**src/rtl/game_timing_pkg.sv**
```systemverilog
// Shared timing constants for the game timebase.
//   DEF_CTR_W : default counter/divisor width
//   DEF_DIV   : divisor loaded at reset (100 reproduces the legacy game_clock rate)
//   ch_w()    : width of a channel-select field, never less than one bit
package game_timing_pkg;

    localparam int DEF_CTR_W  = 32;
    localparam int DEF_DIV    = 100;
    localparam int DEF_NUM_CH = 4;

    function automatic int ch_w(input int n);
        return (n > 1) ? $clog2(n) : 1;
    endfunction

    localparam int DEF_CH_W = ch_w(DEF_NUM_CH);

endpackage

```
**src/rtl/tick_channel.sv**
```systemverilog
// One timebase channel: free-running counter producing a one-clock tick and a
// 50% duty square wave, with a run-time loadable divisor and enable.
//   clock, reset : system clock, synchronous active-high reset
//   active       : global run qualifier (low while paused)
//   load         : load load_div/load_en, restart the count
//   tick, sq     : registered tick pulse and square wave
//   div          : current divisor register
module tick_channel
    import game_timing_pkg::*;
#(
    parameter int CTR_W       = DEF_CTR_W,
    parameter int DEFAULT_DIV = DEF_DIV,
    parameter bit EN_RESET    = 1'b1
) (
    input  logic             clock,
    input  logic             reset,
    input  logic             active,
    input  logic             load,
    input  logic [CTR_W-1:0] load_div,
    input  logic             load_en,
    output logic             tick,
    output logic             sq,
    output logic [CTR_W-1:0] div
);

    localparam logic [CTR_W-1:0] RST_DIV = CTR_W'(DEFAULT_DIV);
    localparam logic [CTR_W-1:0] ONE     = CTR_W'(1);

    logic [CTR_W-1:0] ctr_q, ctr_d;
    logic [CTR_W-1:0] div_q, div_d;
    logic             en_q, en_d;
    logic             tick_q, tick_d;
    logic             sq_q, sq_d;
    logic [CTR_W-1:0] d_eff;

    always_comb begin
        // A zero divisor behaves as divide-by-one.
        d_eff  = (div_q == '0) ? ONE : div_q;
        ctr_d  = ctr_q;
        div_d  = div_q;
        en_d   = en_q;
        sq_d   = sq_q;
        tick_d = 1'b0;
        if (load) begin
            // A write restarts the count and suppresses any coincident wrap.
            div_d = load_div;
            en_d  = load_en;
            ctr_d = '0;
        end else if (active && en_q) begin
            // >= so a divisor lowered below the running count wraps at once.
            if (ctr_q >= d_eff - ONE) begin
                ctr_d  = '0;
                tick_d = 1'b1;
                sq_d   = ~sq_q;
            end else begin
                ctr_d = ctr_q + ONE;
            end
        end
    end

    always_ff @(posedge clock) begin
        if (reset) begin
            ctr_q  <= '0;
            div_q  <= RST_DIV;
            en_q   <= EN_RESET;
            tick_q <= 1'b0;
            sq_q   <= 1'b0;
        end else begin
            ctr_q  <= ctr_d;
            div_q  <= div_d;
            en_q   <= en_d;
            tick_q <= tick_d;
            sq_q   <= sq_d;
        end
    end

    assign tick = tick_q;
    assign sq   = sq_q;
    assign div  = div_q;

endmodule

```
**src/rtl/game_tick_gen.sv**
```systemverilog
// Multi-channel programmable timebase for the game logic. Every channel yields
// a one-clock tick enable and a square wave; consumers stay on `clock`.
//   clock, reset : system clock, synchronous active-high reset
//   pause        : freezes all channels (config writes still accepted)
//   cfg_wr/cfg_ch/cfg_div/cfg_en : single-cycle config write to one channel
//   tick, sq     : per-channel registered outputs
//   div_rd       : per-channel divisor readback, ch0 in the LSBs
module game_tick_gen
    import game_timing_pkg::*;
#(
    parameter int NUM_CH      = DEF_NUM_CH,
    parameter int CTR_W       = DEF_CTR_W,
    parameter int DEFAULT_DIV = DEF_DIV,
    parameter int EN_RESET    = 1
) (
    input  logic                    clock,
    input  logic                    reset,
    input  logic                    pause,
    input  logic                    cfg_wr,
    input  logic [ch_w(NUM_CH)-1:0] cfg_ch,
    input  logic [CTR_W-1:0]        cfg_div,
    input  logic                    cfg_en,
    output logic [NUM_CH-1:0]       tick,
    output logic [NUM_CH-1:0]       sq,
    output logic [NUM_CH*CTR_W-1:0] div_rd
);

    localparam int CH_W = ch_w(NUM_CH);

    logic              active;
    logic [NUM_CH-1:0] load;

    assign active = ~pause;

    // Addresses at or beyond NUM_CH match no channel, so such writes are dropped.
    for (genvar i = 0; i < NUM_CH; i++) begin : g_ch
        assign load[i] = cfg_wr && (cfg_ch == CH_W'(i));

        tick_channel #(
            .CTR_W       (CTR_W),
            .DEFAULT_DIV (DEFAULT_DIV),
            .EN_RESET    (EN_RESET != 0)
        ) u_ch (
            .clock    (clock),
            .reset    (reset),
            .active   (active),
            .load     (load[i]),
            .load_div (cfg_div),
            .load_en  (cfg_en),
            .tick     (tick[i]),
            .sq       (sq[i]),
            .div      (div_rd[i*CTR_W +: CTR_W])
        );
    end

endmodule

```
**config.mk**
```make
export PLATFORM = sky130hd
export DESIGN_NAME = game_tick_gen
export DESIGN_NICKNAME = d
export VERILOG_FILES = /design/src/rtl/game_timing_pkg.sv /design/src/rtl/tick_channel.sv /design/src/rtl/game_tick_gen.sv
export SDC_FILE = /design/constraint.sdc
export NUM_CORES = 1
export LEC_CHECK = 0
export CAP_MARGIN = 20
export CORE_ASPECT_RATIO = 0.7
export CORE_MARGIN = 4
export CORE_UTILIZATION = 36
export DETAILED_ROUTE_END_ITERATION = 16
export PLACE_DENSITY = 0.57
export SYNTH_ARGS = -nofsm -noshare
export SYNTH_HDL_FRONTEND = slang
export SYNTH_SLANG_ARGS = --single-unit
```
**constraint.sdc**
```tcl
create_clock -name clock -period 5.7 [get_ports clock]
set_input_delay 0.855 -clock clock [delete_from_list [all_inputs] [get_ports clock]]
set_output_delay 0.855 -clock clock [all_outputs]
set_load 0.005 [all_outputs]
```
-- Yosys cells after proc, flatten, opt, wreduce, memory -nomap -nowiden
Index checks and enable logic that the tools add are counted.
- add/sub/neg operators: 8
- magnitude comparators: 4
- equal/unequal tests: 3
- multiplexer cells: 12
- bitwise logic cells: 13
- reductions and logical operators: 25
- operators by type and width (cell ; count):
    two-way mux 32 bit ; 8
    adder 32 x 1 -> 32 bit, second input constant ; 4
    >= comparator 32 bit ; 4
    zero test 32 bit ; 4
    subtractor 32 x 1 -> 32 bit, second input constant ; 4
    inverter 1 bit ; 13
    AND reduction 3 bit ; 4
    OR reduction 3 bit ; 4
    logical AND 1 bit ; 8
    OR reduction 2 bit ; 4
    equality test 2 bit, second input constant ; 2
    two-way mux 1 bit ; 4
    equality test 2 x 1 -> 1 bit, second input constant ; 1
    zero test 2 bit ; 1
- register bits after elaboration: 268
- input bits: 39
- output and inout bits: 136
- word-level logic and storage cells: 85

-- Depth between registers and ports, before layout
Gate-level depths: netlist of run 1.
- depth after elaboration: 5
- gate-level depth with buffers: 23
- gate-level depth less buffers: 20

-- Cells and area by module
From an unflattened synthesis of run 1, not the netlist that was laid out.
- cell total of the unflattened synthesis: 1850
- area, all modules: 16049.1 um^2
- by module, submodules not included (module ; instances ; cells an instance ; area an instance (um^2) ; sequential area each (um^2)):
    tick_channel at g_ch[0].u_ch ... ; 3 ; 461 ; 4016.4 ; 1341.3
    tick_channel at g_ch[1].u_ch ; 1 ; 462 ; 3958.8 ; 1341.3
    game_tick_gen ; 1 ; 5 ; 41.3 ; 0.0

-- Least setup slack after synthesis of run 1
Ideal clock, no wire load.
- path type: flip-flop to flip-flop
- start point: register g_ch[0].u_ch.div_q[10]
- end point: register g_ch[0].u_ch.ctr_q[21]
- library setup time: 128 ps
- data arrival time: 4459 ps
- data required time: 5572 ps
- slack: 1113 ps
- cell stages (with the launch flop): 22
- buffers on the path: 1
- period minus slack after synthesis: 4587 ps
- cells stage by stage: dfxtp_1 > or4_1 > nor3_1 > nand3_1 > nor3_1 > a21oi_1 > ha_1 > nand3_1 > nor4_1 > nand2_1 > nor2_1 > nand2_1 > xor2_1 > ha_1 > nand4_1 > nor4_1 > nand2_1 > a31oi_1 > nor3_2 > o21bai_1 > clkbuf_1 > nor2_1
- word-level cells in the longest chain between the ends: 5
- RTL lines (item ; line ; RTL):
    from (decl) ; tick_channel.sv:30 ; logic [CTR_W-1:0] div_q, div_d;
    from (signal assigned) ; tick_channel.sv:70 ; div_q <= div_d;
    zero test 32 bit ; tick_channel.sv:38 ; d_eff = (div_q == '0) ? ONE : div_q;
    two-way mux 32 bit (*) ; tick_channel.sv:38 ;
    subtractor 32 x 1 -> 32 bit (*) ; tick_channel.sv:51 ; if (ctr_q >= d_eff - ONE) begin
    >= comparator 32 bit (*) ; tick_channel.sv:51 ;
    two-way mux 32 bit (*) ; tick_channel.sv:51 ;
    to (signal assigned) ; tick_channel.sv:69 ; ctr_q <= ctr_d;
    to (decl) ; tick_channel.sv:29 ; logic [CTR_W-1:0] ctr_q, ctr_d;
Mark *: on every way between the ends. The rest lies on a longest branch, timed or not.
A chain may end at the register's enable or synchronous reset.

-- Worst setup path in the final report of run 1
- start point: register g_ch[1].u_ch.div_q[25]
- end point: register g_ch[1].u_ch.ctr_q[22]
- word-level cells in the longest chain between the ends: 5
- RTL lines (item ; line):
    from (decl) ; tick_channel.sv:30
    from (signal assigned) ; tick_channel.sv:70
    zero test 32 bit ; tick_channel.sv:38
    two-way mux 32 bit (*) ; tick_channel.sv:38
    subtractor 32 x 1 -> 32 bit (*) ; tick_channel.sv:51
    >= comparator 32 bit (*) ; tick_channel.sv:51
    two-way mux 32 bit (*) ; tick_channel.sv:51
    to (signal assigned) ; tick_channel.sv:69
    to (decl) ; tick_channel.sv:29
Marks and branches as above.

==> out/qor.yml, run 1 <==
outcome:
  outcome: "completed"
worst_setup_path:
  critPathLaunch: "g_ch[1].u_ch.div[25]"
  slowest_delay_ns: 0.70
  reg2reg_to: "g_ch[1].u_ch.ctr_q[22]"
  cp_num_buf_inv: 1
  critical-path-slowest-cell: "o31ai_1"
  cp_max_fo: 25
  worstPathArrival_ns: 5.72
  crit_cells: 18
  crit_family: "simple AND/OR/NAND/NOR gates"
  cp.required_ns: 6.18
  crit-reg2reg-launch: "g_ch[1].u_ch.div[25]"
  cp-end-kind: "flip-flop"
  path_class: "flip-flop to flip-flop"
  r2r_setup_slack_ns: 0.46
  worstSetupEndpoint: "g_ch[1].u_ch.ctr_q[22]"
  crit_path_cell_trace: "or4_1 -> nor4_1 -> nand4_1 -> nor4_1 -> nor2_1 -> ha_1 -> nor3b_1 -> nand3_1 -> nor2_1 -> xnor2_1 -> ha_1 -> nand4_1 -> nor3_1 -> a221o_1 -> o31ai_1 -> a21oi_2 -> buf_12 -> nor3_1"
  start_kind: "flip-flop"
  reg2regPathDepth: 18
drt:
  met3_length_um: 3140
  ant_nets: 0
  vias: 14100
  dr.pass1.iters: 5
  routed.top_layer: "met4"
  dr_wl_met2_um: 20100
  wl_met1_um: 26700
  routed_wl_um: 51000
  drt-wirelength-per-cell_um: 19.1
  drtIter0Drc: 1068
  avgViaCountPerCell: 5.28
  drc: 0
pwr:
  power.density_nw_per_um2: 232
  power_frac_comb_pct: 10.4
  pwr-share-seq_pct: 45.3
  p_sw_mw: 1.14
  ir_drop_v: 0.000204
  internal-power_mw: 3.22
  p_sw_share_pct: 26.2
  p_leak_nw: 6.89
  clkPwrFrac_pct: 44.3
synthesis:
  synth_nets: 2129
  yosys_warnings: 0
  netlist_instances: 1954
  synth_top_cell_area_share_pct: 34.4
  synth_area_sq_um: 15600
  ys_seq_area_share_pct: 34.4
  post-synth-top-area-cell: "dfxtp_1"
  synth_seq_cells: 268
  synth.area.top_cells: "dfxtp_1 34%, ha_1 11%, nand2_1 9.5%"
  synth-async-reset-ratio_pct: 0
  syn_avg_cell_area_sq_um: 7.97
  synth-edff-count: 0
  synth_ff_type: "dfxtp_1"
  netlist-cell-type-count: 59
sta:
  slew-limit-headroom_pct: 38.8
  hold_ws_ns: 0.489
  fin_skew_ns: 0.0151
  tightest_slew_ns: 0.918
  tns_ns: 0
  setup_violations: 0
  slew_violations: 0
  fmax_ghz: 0.191
  hold_viol_final: 0
  finalCritPeriodShare_pct: 91.9
  period_minus_slack_ns: 5.24
  rsz0062_at_grt: "no"
floorplanning:
  core_sq_um: 42600
  fp.dieH_um: 182
  fp.dieArea_sq_um: 46700
  start_util_pct: 36.6
  die_width_um: 257
  row_count: 63
  ioPinCount: 175
clocking:
  clock_latency_ns: 0.57
  cts-root-buf: "clkbuf_16"
  hold_buffers: 0
  cts.htree.levels: 1
  cts_buffers: 28
  cts.sinks: 268
  path_clk_slew_ns: 0.06
  clock_path_buffers: 3
  cts_tree: "built"
placed_design:
  dp_hpwl_um: 38100
  io_buffer_count: 174
  place_congestion: 0.892
global_route:
  grt_pass1_wl_um: 78500
  overflow: 0
  antenna_found_initial: 1
  grt_max_degree: 82
  grtUsageTotal_pct: 21.2
  grt_pass1_vias: 12900
final_layout:
  finalNetCount: 2267
  syn_to_final_growth_pct: 20.8
  drive_above_1_share_pct: 4.49
hold_path:
  hold_class: "flip-flop to flip-flop"
flow_run:
  maxCapViolCount: 0
## power groups by stage
stage | Clock [mW] | Sequential [mW] | Combinational (mW)
global route | 2.04 | 1.98 | 0.501
finish | 1.93 | 1.98 | 0.452
global placement | 0 | 2.02 | 0.442
detailed placement | 0 | 2.02 | 0.450
CTS | 1.97 | 1.98 | 0.452
floorplan | 0 | 2.00 | 0.249
## flip-flops by register name, indices dropped and copies added, names as in the netlist
| name | cells |
|---|---|
| g_ch.u_ch.tick | 4 |
| g_ch.u_ch.sq | 4 |
| g_ch.u_ch.ctr_q | 128 |
| g_ch.u_ch.div | 128 |
| g_ch.u_ch.en_q | 4 |
## per-layer routing
metal | up-vias | track usage (%)
li1 | 7086 | -
met1 | 6614 | 33.6
met2 | 339 | 29.4
met3 | 54 | 3.90
met4 | 0 | 4.16
met5 | - | 0
## logic make-up after synthesis
logic type | synth area share (%)
mux | 0.145
buf+inv | 2.52
simple gates | 30.5
fa+ha+maj | 10.9
xor+xnor | 12.8
flops | 34.4
compound gates | 8.73
## cells in the mapped netlist (8+ instances only)
| master | number |
|---|---|
| a211oi_1 | 8 |
| nor3_1 | 85 |
| clkbuf_1 | 71 |
| xor2_1 | 105 |
| dfxtp_1 | 268 |
| and4_1 | 13 |
| a21oi_1 | 173 |
| a21o_1 | 9 |
| inv_1 | 15 |
| nor4_1 | 58 |
| and2_1 | 8 |
| o21ai_0 | 21 |
| xnor2_1 | 122 |
| nand4_1 | 46 |
| nand2_1 | 394 |
| ha_1 | 136 |
| nand2b_1 | 15 |
| and3_1 | 24 |
| buf_4 | 8 |
| nor2_1 | 167 |
| or3_1 | 13 |
| nor2b_1 | 21 |
| or4_1 | 19 |
| nand3b_1 | 23 |
| nand3_1 | 64 |
## repair_timing
action,in CTS,in global routing
gates resized for setup,0,5
buffers inserted,0,0
setup endpoints to repair,0,59
## area by class of cell
| cell class | count | area, sq um |
|---|---|---|
| fillers | 4238 | 23800 |
| multi-input cells | 1590 | 9860 |
| flip-flops and latches | 268 | 5370 |
| repair buffers | 189 | 1870 |
| clock buffers | 41 | 851 |
| well taps | 552 | 691 |
| clock inverters | 11 | 108 |
| inverters | 15 | 56.3 |
| diodes | 1 | 2.50 |
## layout by cell type (no fill, tap or decap), types with 3 or more instances in the layout
master	count
a211oi_1	8
a21o_1	9
a21oi_1	171
a221o_1	3
a31oi_1	5
and2_1	8
and3_1	23
and4_1	13
buf_4	14
clkbuf_1	4
clkbuf_16	29
clkbuf_8	8
clkdlybuf4s50_1	173
clkinv_2	8
dfxtp_1	268
ha_1	136
inv_1	15
nand2_1	394
nand2b_1	15
nand3_1	64
nand3b_1	23
nand4_1	46
nand4b_1	5
nor2_1	166
nor2b_1	20
nor3_1	83
nor3_2	5
nor3b_1	4
nor4_1	56
nor4_2	4
o211ai_1	4
o21ai_0	21
o31ai_1	4
o41ai_1	3
or2_2	4
or3_1	13
or4_1	19
xnor2_1	122
xor2_1	105
## how the worst min path moves through the flow
stage,start,endpoint,slack (ns),cells past startpoint
2_1_floorplan,g_ch[0].u_ch.sq,g_ch[0].u_ch.sq,0.45,2
3_3_place_gp,g_ch[1].u_ch.en_q,g_ch[1].u_ch.en_q,0.47,2
3_5_place_dp,g_ch[1].u_ch.en_q,g_ch[1].u_ch.en_q,0.48,2
4_1_cts,g_ch[1].u_ch.en_q,g_ch[1].u_ch.en_q,0.49,2
5_1_grt,g_ch[1].u_ch.ctr_q[1],g_ch[1].u_ch.ctr_q[1],0.52,2
6_report,g_ch[1].u_ch.en_q,g_ch[1].u_ch.en_q,0.49,2
## stage by stage
stage	total power, mW	setup slack, ns	cells	area, sq um	util, %
finish	4.36	0.459	2667	18800	44.2
global route	4.52	0.00822	2667	18800	44.2
CTS	4.40	0.452	2666	18800	44.1
detailed placement	2.47	0.491	2614	17800	41.9
global placement	2.46	0.577	2613	17800	41.8
floorplan	2.24	1.11	1954	15600	-
## worst min-delay path, delay by kind of cell (launching register included)
family / cells / cell delay (ns)
DFF: 1 / 0.32
and+or+nand+nor: 2 / 0.13
(Power assumes the default switching activity.)
==> run 2: changes to the inputs <==
--- a/config.mk
+++ b/config.mk
@@ -10,7 +10,7 @@
 export CORE_MARGIN = 4
 export CORE_UTILIZATION = 36
 export DETAILED_ROUTE_END_ITERATION = 16
-export PLACE_DENSITY = 0.57
+export PLACE_DENSITY = 0.59
 export SYNTH_ARGS = -nofsm -noshare
 export SYNTH_HDL_FRONTEND = slang
 export SYNTH_SLANG_ARGS = --single-unit
==> constraint.sdc (replaced) <==
create_clock -name clock -period 4.6 [get_ports clock]
set_input_delay 0.69 -clock clock [delete_from_list [all_inputs] [get_ports clock]]
set_output_delay 0.69 -clock clock [all_outputs]
set_load 0.005 [all_outputs]
==> run 2 against run 1 <==
Compared with the run above: critical path depth grew 1; clock power grew 20%; maximum frequency grew 16%; register-to-register slack lost 0.37 ns; combinational power grew 62%; critical path type unchanged; critical endpoint is now g_ch[3].u_ch.sq.
==> out/qor.yml, run 2 (synthesis gave the netlist of run 1 again) <==
floorplanning:
  start_util_pct: 36.6
  fp.dieH_um: 182
  core_sq_um: 42600
  fp.dieArea_sq_um: 46700
  ioPinCount: 175
  row_count: 63
  die_width_um: 257
final_layout:
  drive_above_1_share_pct: 12.4
  diodes: 0
  instances_no_fill: 2809
  layout_commonest_cell: "nand2_1"
  num-fill-cells: 4148
  finalNetCount: 2415
  final_core_util_pct: 47.5
  syn_to_final_growth_pct: 29.9
  final_cell_mix: "393 x nand2_1, 268 x dfxtp_1, 173 x clkdlybuf4s50_1, 170 x a21oi_1, 166 x nor2_1"
sta:
  period_minus_slack_ns: 4.51
  tightest_slew_ns: 0.914
  setup_violations: 0
  finalCritPeriodShare_pct: 98.0
  fin_skew_ns: 0.0106
  rsz0062_at_grt: "yes"
  tns_ns: 0
  fmax_ghz: 0.222
  hold_viol_final: 0
  slew-limit-headroom_pct: 39.0
  slew_violations: 0
hold_path:
  hold_class: "flip-flop to flip-flop"
  hold_depth: 2
drt:
  drtIter0Drc: 1209
  vias: 14800
  drt-wirelength-per-cell_um: 18.9
  routed_wl_um: 53100
  dr.pass1.iters: 5
  ant_nets: 0
  drc: 0
  avgViaCountPerCell: 5.26
placed_design:
  io_buffer_count: 174
  dp_hpwl_um: 39900
  dp.cells: 2746
  place_congestion: 0.914
clocking:
  cts_tree: "built"
  hold_buffers: 0
  path_clk_slew_ns: 0.06
  cts_buffers: 30
  clock_path_buffers: 3
  clock_latency_ns: 0.57
  cts.sinks: 268
  cts.htree.levels: 1
  cts-root-buf: "clkbuf_16"
pwr:
  p_sw_share_pct: 26.2
  pwr-share-seq_pct: 44.1
  p_leak_nw: 7.69
  internal-power_mw: 4.03
  clkPwrFrac_pct: 42.5
  power.density_nw_per_um2: 270
  ir_drop_v: 0.000255
  power_frac_comb_pct: 13.4
  p_sw_mw: 1.43
worst_setup_path:
  reg2regPathDepth: 19
  start_kind: "flip-flop"
  cp.required_ns: 5.06
  cp_max_fo: 4
  worstPathArrival_ns: 4.97
  cp-end-kind: "flip-flop"
  path_class: "flip-flop to flip-flop"
global_route:
  overflow: 0
  antenna_found_initial: 0
  grt_max_degree: 80
  grt_pass1_wl_um: 80500
  grt_pass1_vias: 13500
  grtUsageTotal_pct: 21.5
flow_run:
  maxCapViolCount: 0
outcome:
  outcome: "completed"
==> run 2: changes by cell type in the layout (fill, tap and decap cells not counted), moves of 3 or more <==
cell,before,now
clkinv_2,8,2
clkbuf_1,4,11
nor4_4,1,5
or4_1,19,16
nor3_1,83,77
or4_4,1,4
nor3_2,5,10
nor4_2,4,23
clkbuf_16,29,32
buf_4,14,156
nor4_1,56,33
clkbuf_8,8,4
==> run 2: path summary, 6_finish.rpt <==
kind / startpoint / endpoint / slack [ns]
min reg2reg: g_ch[1].u_ch.en_q / g_ch[1].u_ch.en_q / 0.48
max reg2reg: g_ch[3].u_ch.div[24] / g_ch[3].u_ch.sq / 0.09
max: g_ch[3].u_ch.div[24] / g_ch[3].u_ch.sq / 0.09
min: g_ch[1].u_ch.en_q / g_ch[1].u_ch.en_q / 0.48
==> run 2: final cells by class <==
class | instances | area, sq um | share of cell area (%)
clock inverter | 3 | 40.0 | 0.198
sequential | 268 | 5370 | 26.5
inverter | 15 | 56.3 | 0.278
timing repair buffer | 335 | 3010 | 14.9
multi-input combinational | 1590 | 10200 | 50.4
tap | 552 | 691 | 3.41
clock buffer | 46 | 872 | 4.31
==> run 2: power by group through the flow <==
stage | clock network, mW | logic [mW] | registers [mW]
final | 2.32 | 0.733 | 2.40
after global routing | 2.46 | 0.792 | 2.41
after global placement | 0 | 0.672 | 2.45
after floorplan | 0 | 0.308 | 2.47
after CTS | 2.37 | 0.690 | 2.40
after detailed placement | 0 | 0.682 | 2.45
==> run 2: stage by stage <==
step                      worst slack (ns)  total power [mW]  hold WS [ns]  instance area, sq um
after floorplan                     0.0133              2.78         0.452                 15600
after CTS                          -0.0201              5.46         0.490                 19800
final                               0.0904              5.46         0.484                 20200
after global routing               -0.0477              5.67         0.522                 20200
after global placement              0.0297              3.12         0.468                 18800
after detailed placement           -0.0989              3.14         0.481                 18800
==> run 2: repair_timing <==
action | in CTS | in global routing
resized for setup | 5 | 58
pin swaps | 0 | 24
setup buffers | 0 | 12
gates cloned | 0 | 2
setup endpoints to repair | 94 | 136
hold endpoints to repair | 0 | 0
==> run 2: critical path, stage by stage (launching register included) <==
cell      delay [ns]
dfxtp_1         0.31
or4_4           0.57
or4_4           0.46
nor4_4          0.21
a21oi_2         0.10
ha_1            0.22
nor3b_4         0.18
nand2b_4        0.09
nor3_4          0.05
nand3b_2        0.12
or3_4           0.16
nor3_1          0.05
xnor2_1         0.12
ha_1            0.29
nand4_1         0.23
o41ai_2         0.43
nor3_2          0.13
buf_4           0.15
a211oi_2        0.18
mux2_2          0.35
==> run 2: per-layer routing <==
metal	vias up	track usage [%]	share of wire (%)	routed length, um
met3	69	3.69	5.9	3110
met4	0	4.84	2.5	1350
met2	388	30.2	40	21100
met1	6952	33.8	52	27600
met5	-	0	0	0
li1	7377	-	-	-
==> run 3: changes to the inputs <==
--- a/config.mk
+++ b/config.mk
@@ -7,7 +7,7 @@
 export LEC_CHECK = 0
 export CAP_MARGIN = 20
 export CORE_ASPECT_RATIO = 0.7
-export CORE_MARGIN = 4
+export CORE_MARGIN = 1
 export CORE_UTILIZATION = 36
 export DETAILED_ROUTE_END_ITERATION = 16
 export PLACE_DENSITY = 0.59
==> run 3 against run 2 <==
Compared with the run above: first-iteration DRC count fell by 4.2%; clock-buffer cell count fell by 3; sequential share of layout area rose by 0.079 points.
==> out/qor.yml, run 3 (synthesis gave the netlist of run 1 again) <==
clocking:
  cts.htree.levels: 1
  clock_latency_ns: 0.57
  cts-root-buf: "clkbuf_16"
  cts_buffers: 29
  hold_buffers: 0
  path_clk_slew_ns: 0.06
  cts_tree: "built"
  clock_path_buffers: 3
  cts.sinks: 268
pwr:
  power.density_nw_per_um2: 270
  ir_drop_v: 0.000268
  finalPower_mw: 5.44
  p_leak_nw: 7.72
sta:
  finalCritPeriodShare_pct: 97.1
  period_minus_slack_ns: 4.47
  rsz0062_at_grt: "yes"
  fin_ws_ns: 0.133
  tightest_slew_ns: 0.816
  fin_skew_ns: 0.00907
  setup_violations: 0
  slew_violations: 0
  slew-limit-headroom_pct: 45.6
  fmax_ghz: 0.224
  hold_viol_final: 0
placed_design:
  dp_slack_ns: -0.0827
  dp_hpwl_um: 39700
  placed_cell_area_sq_um: 18900
  place_congestion: 0.870
  io_buffer_count: 174
  dp.cells: 2753
floorplanning:
  fp.dieArea_sq_um: 44100
  start_util_pct: 36.7
  die_width_um: 251
  core_sq_um: 42500
  ioPinCount: 175
  row_count: 63
  fp.dieH_um: 176
worst_setup_path:
  cp.required_ns: 5.06
  cp-end-kind: "flip-flop"
  cp_num_buf_inv: 1
  start_kind: "flip-flop"
  worstPathArrival_ns: 4.92
  critical-path-slowest-cell: "or4_4"
  slowest_delay_ns: 0.56
  crit_path_cell_trace: "or4_4 -> or4_4 -> nor4_4 -> a21oi_2 -> ha_1 -> nor3b_4 -> nand2b_4 -> nor3_4 -> nand3b_2 -> or3_4 -> nor3_1 -> xnor2_1 -> ha_1 -> nand4_1 -> o41ai_2 -> nor3_2 -> buf_4 -> a211oi_1 -> mux2_2"
  crit_family: "simple AND/OR/NAND/NOR gates"
  cp_max_fo: 4
  path_class: "flip-flop to flip-flop"
global_route:
  grtUsageTotal_pct: 23.3
  overflow: 0
  grt_pass1_vias: 13800
  grt_max_degree: 68
  antenna_found_initial: 0
  grt_pass1_wl_um: 80500
final_layout:
  layout_commonest_cell: "nand2_1"
  num-fill-cells: 4115
  final_area_sq_um: 20200
  syn_to_final_growth_pct: 29.6
  diodes: 0
  instances_no_fill: 2816
  drive_above_1_share_pct: 12.1
  finalNetCount: 2420
  final_cell_mix: "394 x nand2_1, 267 x dfxtp_1, 173 x clkdlybuf4s50_1, 170 x a21oi_1, 166 x nor2_1"
drt:
  avgViaCountPerCell: 5.31
  drt-wirelength-per-cell_um: 18.7
  dr.pass1.iters: 7
  routed_wl_um: 52800
  ant_nets: 0
  drtIter0Drc: 1158
  drc: 0
  vias: 15000
flow_run:
  maxCapViolCount: 0
outcome:
  outcome: "completed"
hold_path:
  hold_class: "flip-flop to flip-flop"
-- run 3: layout make-up --
| type | count | area [sq um] | share of cell area [%] |
|---|---|---|---|
| multi-input combinational | 1590 | 10100 | 50.0 |
| timing repair buffer | 341 | 3060 | 15.2 |
| inverter | 15 | 56.3 | 0.279 |
| sequential | 268 | 5370 | 26.6 |
| clock inverter | 7 | 60.1 | 0.298 |
| clock buffer | 43 | 858 | 4.25 |
| tap | 552 | 691 | 3.42 |
-- run 3: worst reg2reg max path, cell delays in order (launching register included) --
cell and delay [ns]:
dfxtp_1 0.31, or4_4 0.56, or4_4 0.46, nor4_4 0.24, a21oi_2 0.11, ha_1 0.22
nor3b_4 0.18, nand2b_4 0.10, nor3_4 0.06, nand3b_2 0.11, or3_4 0.15, nor3_1 0.05
xnor2_1 0.13, ha_1 0.30, nand4_1 0.15, o41ai_2 0.37, nor3_2 0.11, buf_4 0.14
a211oi_1 0.23, mux2_2 0.36
-- run 3: report_power, final --
group / switching [mW] / internal, mW
Sequential: 0.0354 / 2.37
Combinational: 0.408 / 0.316
Clock: 0.985 / 1.33
Total: 1.43 / 4.01
-- run 3: worst paths after layout --
kind                   startpoint               to  slack [ns]  cells after the start
max reg2reg  g_ch[3].u_ch.div[24]  g_ch[3].u_ch.sq        0.13                     19
min reg2reg       g_ch[0].u_ch.sq  g_ch[0].u_ch.sq        0.49                      2
max          g_ch[3].u_ch.div[24]  g_ch[3].u_ch.sq        0.13                     19
min               g_ch[0].u_ch.sq  g_ch[0].u_ch.sq        0.49                      2
-- run 3: routing by layer --
layer	routed length, um	part of all wire [%]	GRT usage, %
met5	0	0	0
met4	1300	2.5	5.21
met3	3640	6.9	3.51
met2	21200	40	33.4
met1	26600	50	35.9
-- run 3: per-stage QoR --
| stage | setup TNS (ns) | util [%] | hold WS (ns) |
|---|---|---|---|
| finish | 0 | 47.5 | 0.485 |
| global route | -1.10 | 47.5 | 0.510 |
| CTS | -0.0212 | 46.7 | 0.488 |
| detailed placement | -1.09 | 44.5 | 0.470 |
| global placement | 0 | 44.5 | 0.469 |
| floorplan | 0 | - | 0.452 |
-- run 3: timing repair --
item / CTS / global route
setup buffers: 0 / 11
gates resized for setup: 4 / 42
cloned: 0 / 2
pin swaps: 0 / 17
endpoints found under the setup margin: 32 / 133
